### src/rtl/scan_clock_divider.sv
// Programmable 50%-duty scan clock divider with a shadowed half-period that
// is committed at the next wrap, so a reload never produces a runt pulse.
module scan_clock_divider #(
  parameter int unsigned DIV_WIDTH    = 17,
  parameter int unsigned DEFAULT_HALF = 50000
) (
  input  logic                 clock,
  input  logic                 reset,
  input  logic                 enable,
  input  logic                 load,
  input  logic [DIV_WIDTH-1:0] half_period,
  output logic                 div_clock,
  output logic                 tick,
  output logic                 update_pending
);

  localparam logic [DIV_WIDTH-1:0] HALF_RST = DIV_WIDTH'(DEFAULT_HALF);
  localparam logic [DIV_WIDTH-1:0] ONE      = DIV_WIDTH'(1);

  logic [DIV_WIDTH-1:0] count_q, count_d;
  logic [DIV_WIDTH-1:0] active_half_q, active_half_d;
  logic [DIV_WIDTH-1:0] shadow_half_q, shadow_half_d;
  logic                 pending_q, pending_d;
  logic                 div_clock_q, div_clock_d;
  logic                 tick_q, tick_d;
  logic [DIV_WIDTH-1:0] load_val;
  logic                 wrap;

  // A zero request is clamped to 1 so active_half-1 can never underflow.
  assign load_val = (half_period == '0) ? ONE : half_period;
  assign wrap     = enable && (count_q == (active_half_q - ONE));

  always_comb begin
    count_d       = count_q;
    active_half_d = active_half_q;
    shadow_half_d = shadow_half_q;
    pending_d     = pending_q;
    div_clock_d   = div_clock_q;
    tick_d        = 1'b0;

    if (enable) begin
      if (wrap) begin
        count_d     = '0;
        div_clock_d = ~div_clock_q;
        tick_d      = ~div_clock_q;
        if (pending_q) begin
          active_half_d = shadow_half_q;
          pending_d     = 1'b0;
        end
      end else begin
        count_d = count_q + ONE;
      end
    end

    // A load landing on a wrap governs the half that starts right now.
    if (load) begin
      if (wrap) begin
        active_half_d = load_val;
        pending_d     = 1'b0;
      end else begin
        shadow_half_d = load_val;
        pending_d     = 1'b1;
      end
    end
  end

  always_ff @(posedge clock or negedge reset) begin
    if (!reset) begin
      count_q       <= '0;
      active_half_q <= HALF_RST;
      shadow_half_q <= HALF_RST;
      pending_q     <= 1'b0;
      div_clock_q   <= 1'b0;
      tick_q        <= 1'b0;
    end else begin
      count_q       <= count_d;
      active_half_q <= active_half_d;
      shadow_half_q <= shadow_half_d;
      pending_q     <= pending_d;
      div_clock_q   <= div_clock_d;
      tick_q        <= tick_d;
    end
  end

  assign div_clock      = div_clock_q;
  assign tick           = tick_q;
  assign update_pending = pending_q;

endmodule

### config.mk
export PLATFORM = sky130hd
export DESIGN_NAME = scan_clock_divider
export DESIGN_NICKNAME = d
export VERILOG_FILES = /design/src/rtl/scan_clock_divider.sv
export SDC_FILE = /design/constraint.sdc
export NUM_CORES = 1
export LEC_CHECK = 0
export CAP_MARGIN = 20
export CORE_ASPECT_RATIO = 2
export CORE_UTILIZATION = 45
export DETAILED_ROUTE_END_ITERATION = 8
export PLACE_DENSITY = 0.6
export REMOVE_ABC_BUFFERS = 1
export SYNTH_ARGS = -nofsm -noshare
export SYNTH_HDL_FRONTEND = slang
export SYNTH_SLANG_ARGS = --single-unit
### constraint.sdc
create_clock -name clock -period 3.5 [get_ports clock]
set_clock_uncertainty 0.2 [all_clocks]
set_input_delay 0.875 -clock clock [delete_from_list [all_inputs] [get_ports clock]]
set_output_delay 0.875 -clock clock [all_outputs]
set_load 0.02 [all_outputs]
After elaboration in Yosys (flattened, before gate mapping)
Index checks and enable logic that the tools add are counted.

Register bits after elaboration: 54. Word-level logic and storage cells: 31. Output and inout port bits: 3. Input bits: 21.

Eq/ne operators: 1. Add/subtract/negate cells: 2. Reductions and logical operators: 7. Bitwise logic cells: 2. Muxes and demuxes: 13.

Operators with widths (number): 17-bit two-way mux (7); 17-bit by 1-bit adder with 17-bit output (second input constant) (1); 17-bit equality test (1); 17-bit logical NOT (1); 17-bit by 1-bit subtractor with 17-bit output (second input constant) (1); 1-bit two-way mux (6); 2-bit AND reduction (3); 2-bit nonzero test (2); 1-bit NOT (2); 1-bit logical AND (1).

Depth between registers and ports, before layout
Depth after elaboration: 7. Gate-level depth with buffers: 11.

Least setup slack after synthesis
No wires, ideal clock.

Kind: register to register. Start point: reg active_half_q[0]. End point: reg shadow_half_q[10]. Buffers on the path: 2. Data required time: 3.175 ns. Cell stages (with the launch flop): 11. Arrival time: 2.742 ns. Path slack: 0.433 ns. Path through: dfrtp_1 > inv_1 > ha_1 > or4b_2 > or4_1 > a32oi_1 > o211a_1 > a41o_1 > buf_6 > buf_12 > mux2_4.

Cells in the longest elaborated chain, start to end: 5.

Ends and longest elaborated chain: start, declared (line 21) `logic [DIV_WIDTH-1:0] active_half_q, active_half_d;`; start signal, assigned (line 77) `active_half_q <= active_half_d;`; 17-bit by 1-bit subtractor with 17-bit output (line 31) `assign wrap = enable && (count_q == (active_half_q - ONE));`; 17-bit equality test (line 31); 1-bit logical AND (line 31); 1-bit NOT (no line); 2-bit AND reduction (no line); end signal, assigned (line 78) `shadow_half_q <= shadow_half_d;`; end, declared (line 22) `logic [DIV_WIDTH-1:0] shadow_half_q, shadow_half_d;`.

No other way between the ends. A chain may end at the register's enable or synchronous reset.

Worst setup path after layout
Start point: reg active_half_q[0]. End point: reg div_clock_q (netlist: div_clock).

Cells in the longest elaborated chain, start to end: 4.

Ends and longest elaborated chain: 17-bit by 1-bit subtractor with 17-bit output (line 31); 17-bit equality test (line 31); 1-bit logical AND (line 31); 2-bit AND reduction (no line); end signal, assigned (line 80) `div_clock_q <= div_clock_d;`; end, declared (line 24) `logic div_clock_q, div_clock_d;`.

No other way between the ends.

==> flow_metrics.tcl <==
set metrics [dict create \
    outcome "finished clean" \
    gpl.final_weighted_congestion 0.848 \
    clockPowerShare_pct 34.5 \
    period_share_pct 93.0 \
    final_hold_viol_count 0 \
    std_cell_rows 43 \
    worst_path_dominant_cell_family "simple AND/OR/NAND/NOR gates" \
    first_iteration_detailed_routing_drc_count 114 \
    cts_root_buffer "clkbuf_16" \
    synthMostInstantiatedCell "dfrtp_1" \
    num-nets-final 354 \
    fin_total_pwr_w 0.00144 \
    crit_slowest_cell "a2111oi_0" \
    internal_power_w 0.00106 \
    maximum_buffer_depth_of_the_clock_tree 2 \
    seq_total_area_yosys_pct 42.6 \
    routed_wire_length_per_instance_microns 17.1 \
    number_of_antenna_violations_at_the_first_check_in_global_routing 0 \
    chipHeight_microns 121 \
    num-fill-cells 674 \
    worstPathCellList "inv_1 -> ha_1 -> or3b_4 -> or3_1 -> a2111oi_0 -> and4_1 -> and3_1 -> buf_4 -> xor2_1" \
    synth_top_cell_by_area "dfrtp_1" \
    unrepaired_setup_endpoints_after_global_routing "no" \
    pin_count 24 \
    cts_hold_buf 0 \
    irDropWorstVdd_uv 368 \
    max_freq_ghz 0.307 \
    cts.reportedPaths.clkPinSlew_ns 0.07 \
    buffer_ports.inserted 23 \
    grt_start_max_net_pins 32 \
    vias_per_cell 5.67 \
    timing.final.max_slew_violations 0 \
    grt_pass1_wl_microns 12300 \
    avg_inst_size_synth_sq_um 10.5 \
    post_dp_cell_area_sq_um 3510 \
    floorplan.die_area_sq_um 7480 \
    flow.area_growth_from_synthesis_pct 14.4 \
    drt_pass1_iterations 4 \
    worst-path-max-fanout 20 \
    synthTopCellsByArea "dfrtp_1 33%, dfstp_2 9.8%, xor2_1 5.7%, xnor2_1 4.6%, mux2_4 4.2%" \
    postSynthCellCount 305 \
    die_x_microns 61.7 \
    cp-start-kind "register" \
    worst_path_largest_cell_delay_ns 0.45 \
    synth_top_area_share_pct 32.8 \
    syn_area_sq_um 3200 \
    netSwitchingPower_w 0.000385 \
    clk_latency_ns 0.30 \
    ys.flop_type "dfrtp_1" \
    cap_violations 0 \
    number_of_global_route_vias_before_repair 2487 \
    ys_seq_elements 54 \
    final_antenna_net_count 0 \
    detail_route.wirelength_microns 7220 \
    static-leakage-power_nw 1.54 \
    core_region_area_sq_um 6890 \
    comb_power_share_pct 14.3 \
    slew-limit-headroom_pct 53.2 \
    final_core_utilization_pct 53.2 \
    timing.final.setup_violations 0 \
    detail_route.drc_violations 0 \
    synth_common_cells "42 x dfrtp_1, 27 x nor2_1, 21 x xor2_1" \
    ys_async_sr_fraction_pct 100 \
    worst_setup_path_end_kind "register" \
    pwr_density_cell_nw_per_um2 393 \
    grt_util_overall_pct 22.4 \
    synth_enable_flop_cells 0 \
    critPathArrivalTime_ns 3.28 \
    layout.area.seq_sq_um 1370 \
    area_occupied_by_multi_input_gates_sq_um 1680 \
    holdCritPathClass "reg2reg" \
    post-place-cells 414 \
    synth.lib_cells_used.distinct 55 \
    diodes 0 \
    grt_overflow 0 \
    critical_path_data_required_time_ns 3.52 \
    cts_tree "done" \
    htree_levels 2 \
    buffers_inverters_on_critical_path 2 \
    power_frac_seq_pct 51.2 \
    post_route_cells_drive_above_1_share_pct 22.3 \
    clkSinkCount 54 \
    timing.final.crit_period_ns 3.26 \
    worst_pin_slew_ns 0.701 \
    synth.yosys.warnings 0 \
    cts_made_buffers 5 \
    netSwitchingFraction_pct 26.7 \
    routed-via-count 2391 \
    initial_core_util_pct 46.5 \
    final_instance_area_sq_um 3670 \
    hpwl_microns 5600 \
    critical_path_class "reg2reg" \
    layoutNonFillerInstCount 422 \
]
## state kept, by name (all words and copies together) (netlist names)
| name | count |
|---|---|
| tick | 1 |
| count_q | 17 |
| update_pending | 1 |
| shadow_half_q | 17 |
| div_clock | 1 |
| active_half_q | 17 |
## cells in the final DEF, fill, tap and decap left out, types with 3 or more instances in the layout
cell,netlist,layout
a21oi_1,8,8
a21oi_2,14,14
a31oi_1,18,18
and3_1,4,4
buf_4,1,13
clkbuf_16,0,5
clkdlybuf4s50_1,0,22
dfrtp_1,42,42
dfstp_2,12,12
inv_1,4,4
mux2_2,7,7
mux2_4,9,9
nand2_1,8,8
nand2b_1,3,3
nand3_1,10,10
nand4_1,8,8
nor2_1,27,27
nor3_1,6,6
nor4_1,6,6
o21ai_0,5,5
o22ai_1,18,18
or3_1,5,5
xnor2_1,17,17
xor2_1,21,21
## layout make-up
cell class / count / area share [%]
repair buffers: 37 / 9.35
clock buffers: 6 / 3.52
multi-input cells: 228 / 45.8
clock inverters: 2 / 0.478
flip-flops and latches: 54 / 37.3
well taps: 90 / 3.07
inverters: 5 / 0.512
## power by group through the flow
stage	clock, W	combinational, W	sequential (W)
2_1_floorplan	0	0.000135	0.000733
3_3_place_gp	0	0.000205	0.000747
3_5_place_dp	0	0.000208	0.000748
4_1_cts	0.000512	0.000208	0.000738
5_1_grt	0.000536	0.000232	0.000748
6_report	0.000498	0.000206	0.000738
## repair_timing
item,4_1_cts,5_1_grt
setup endpoints to repair,0,4
buffers inserted,0,0
resized for setup,0,1
## through the flow
step / setup WS (ns) / TNS, ns / hold slack [ns]
after detailed placement: 0.243 / 0 / 0.276
after CTS: 0.202 / 0 / 0.287
after floorplan: -0.493 / -13.96 / 0.281
after global routing: 0.0573 / 0 / 0.297
after global placement: 0.325 / 0 / 0.263
final: 0.245 / 0 / 0.283
## layer usage
| metal | vias up | GRT usage [%] | wire, microns |
|---|---|---|---|
| met1 | 1156 | 25.7 | 2750 |
| li1 | 1181 | - | - |
| met5 | - | 0 | 0 |
| met4 | 0 | 8.61 | 193 |
| met2 | 43 | 39.6 | 4120 |
| met3 | 11 | 3.41 | 153 |
## worst paths after layout
| check | start | to | slack (ns) | depth (start not counted) |
|---|---|---|---|---|
| setup / recovery | active_half_q[0] | div_clock | 0.24 | 9 |
| hold reg to reg | div_clock | tick | 0.28 | 1 |
| max in group asynchronous | reset | active_half_q[4] | 1.96 | 2 |
| setup reg to reg | active_half_q[0] | div_clock | 0.24 | 9 |
| min in group asynchronous | reset | count_q[15] | 0.42 | 1 |
| hold / removal | div_clock | tick | 0.28 | 1 |
## kinds of logic after synthesis
| group | synth area share, % |
|---|---|
| fa+ha+maj | 0.781 |
| xor+xnor | 10.4 |
| simple gates | 17.1 |
| mux | 6.68 |
| buf+inv | 5.15 |
| compound gates | 17.3 |
| flops | 42.6 |
Power figures use the tool's default switching activity.
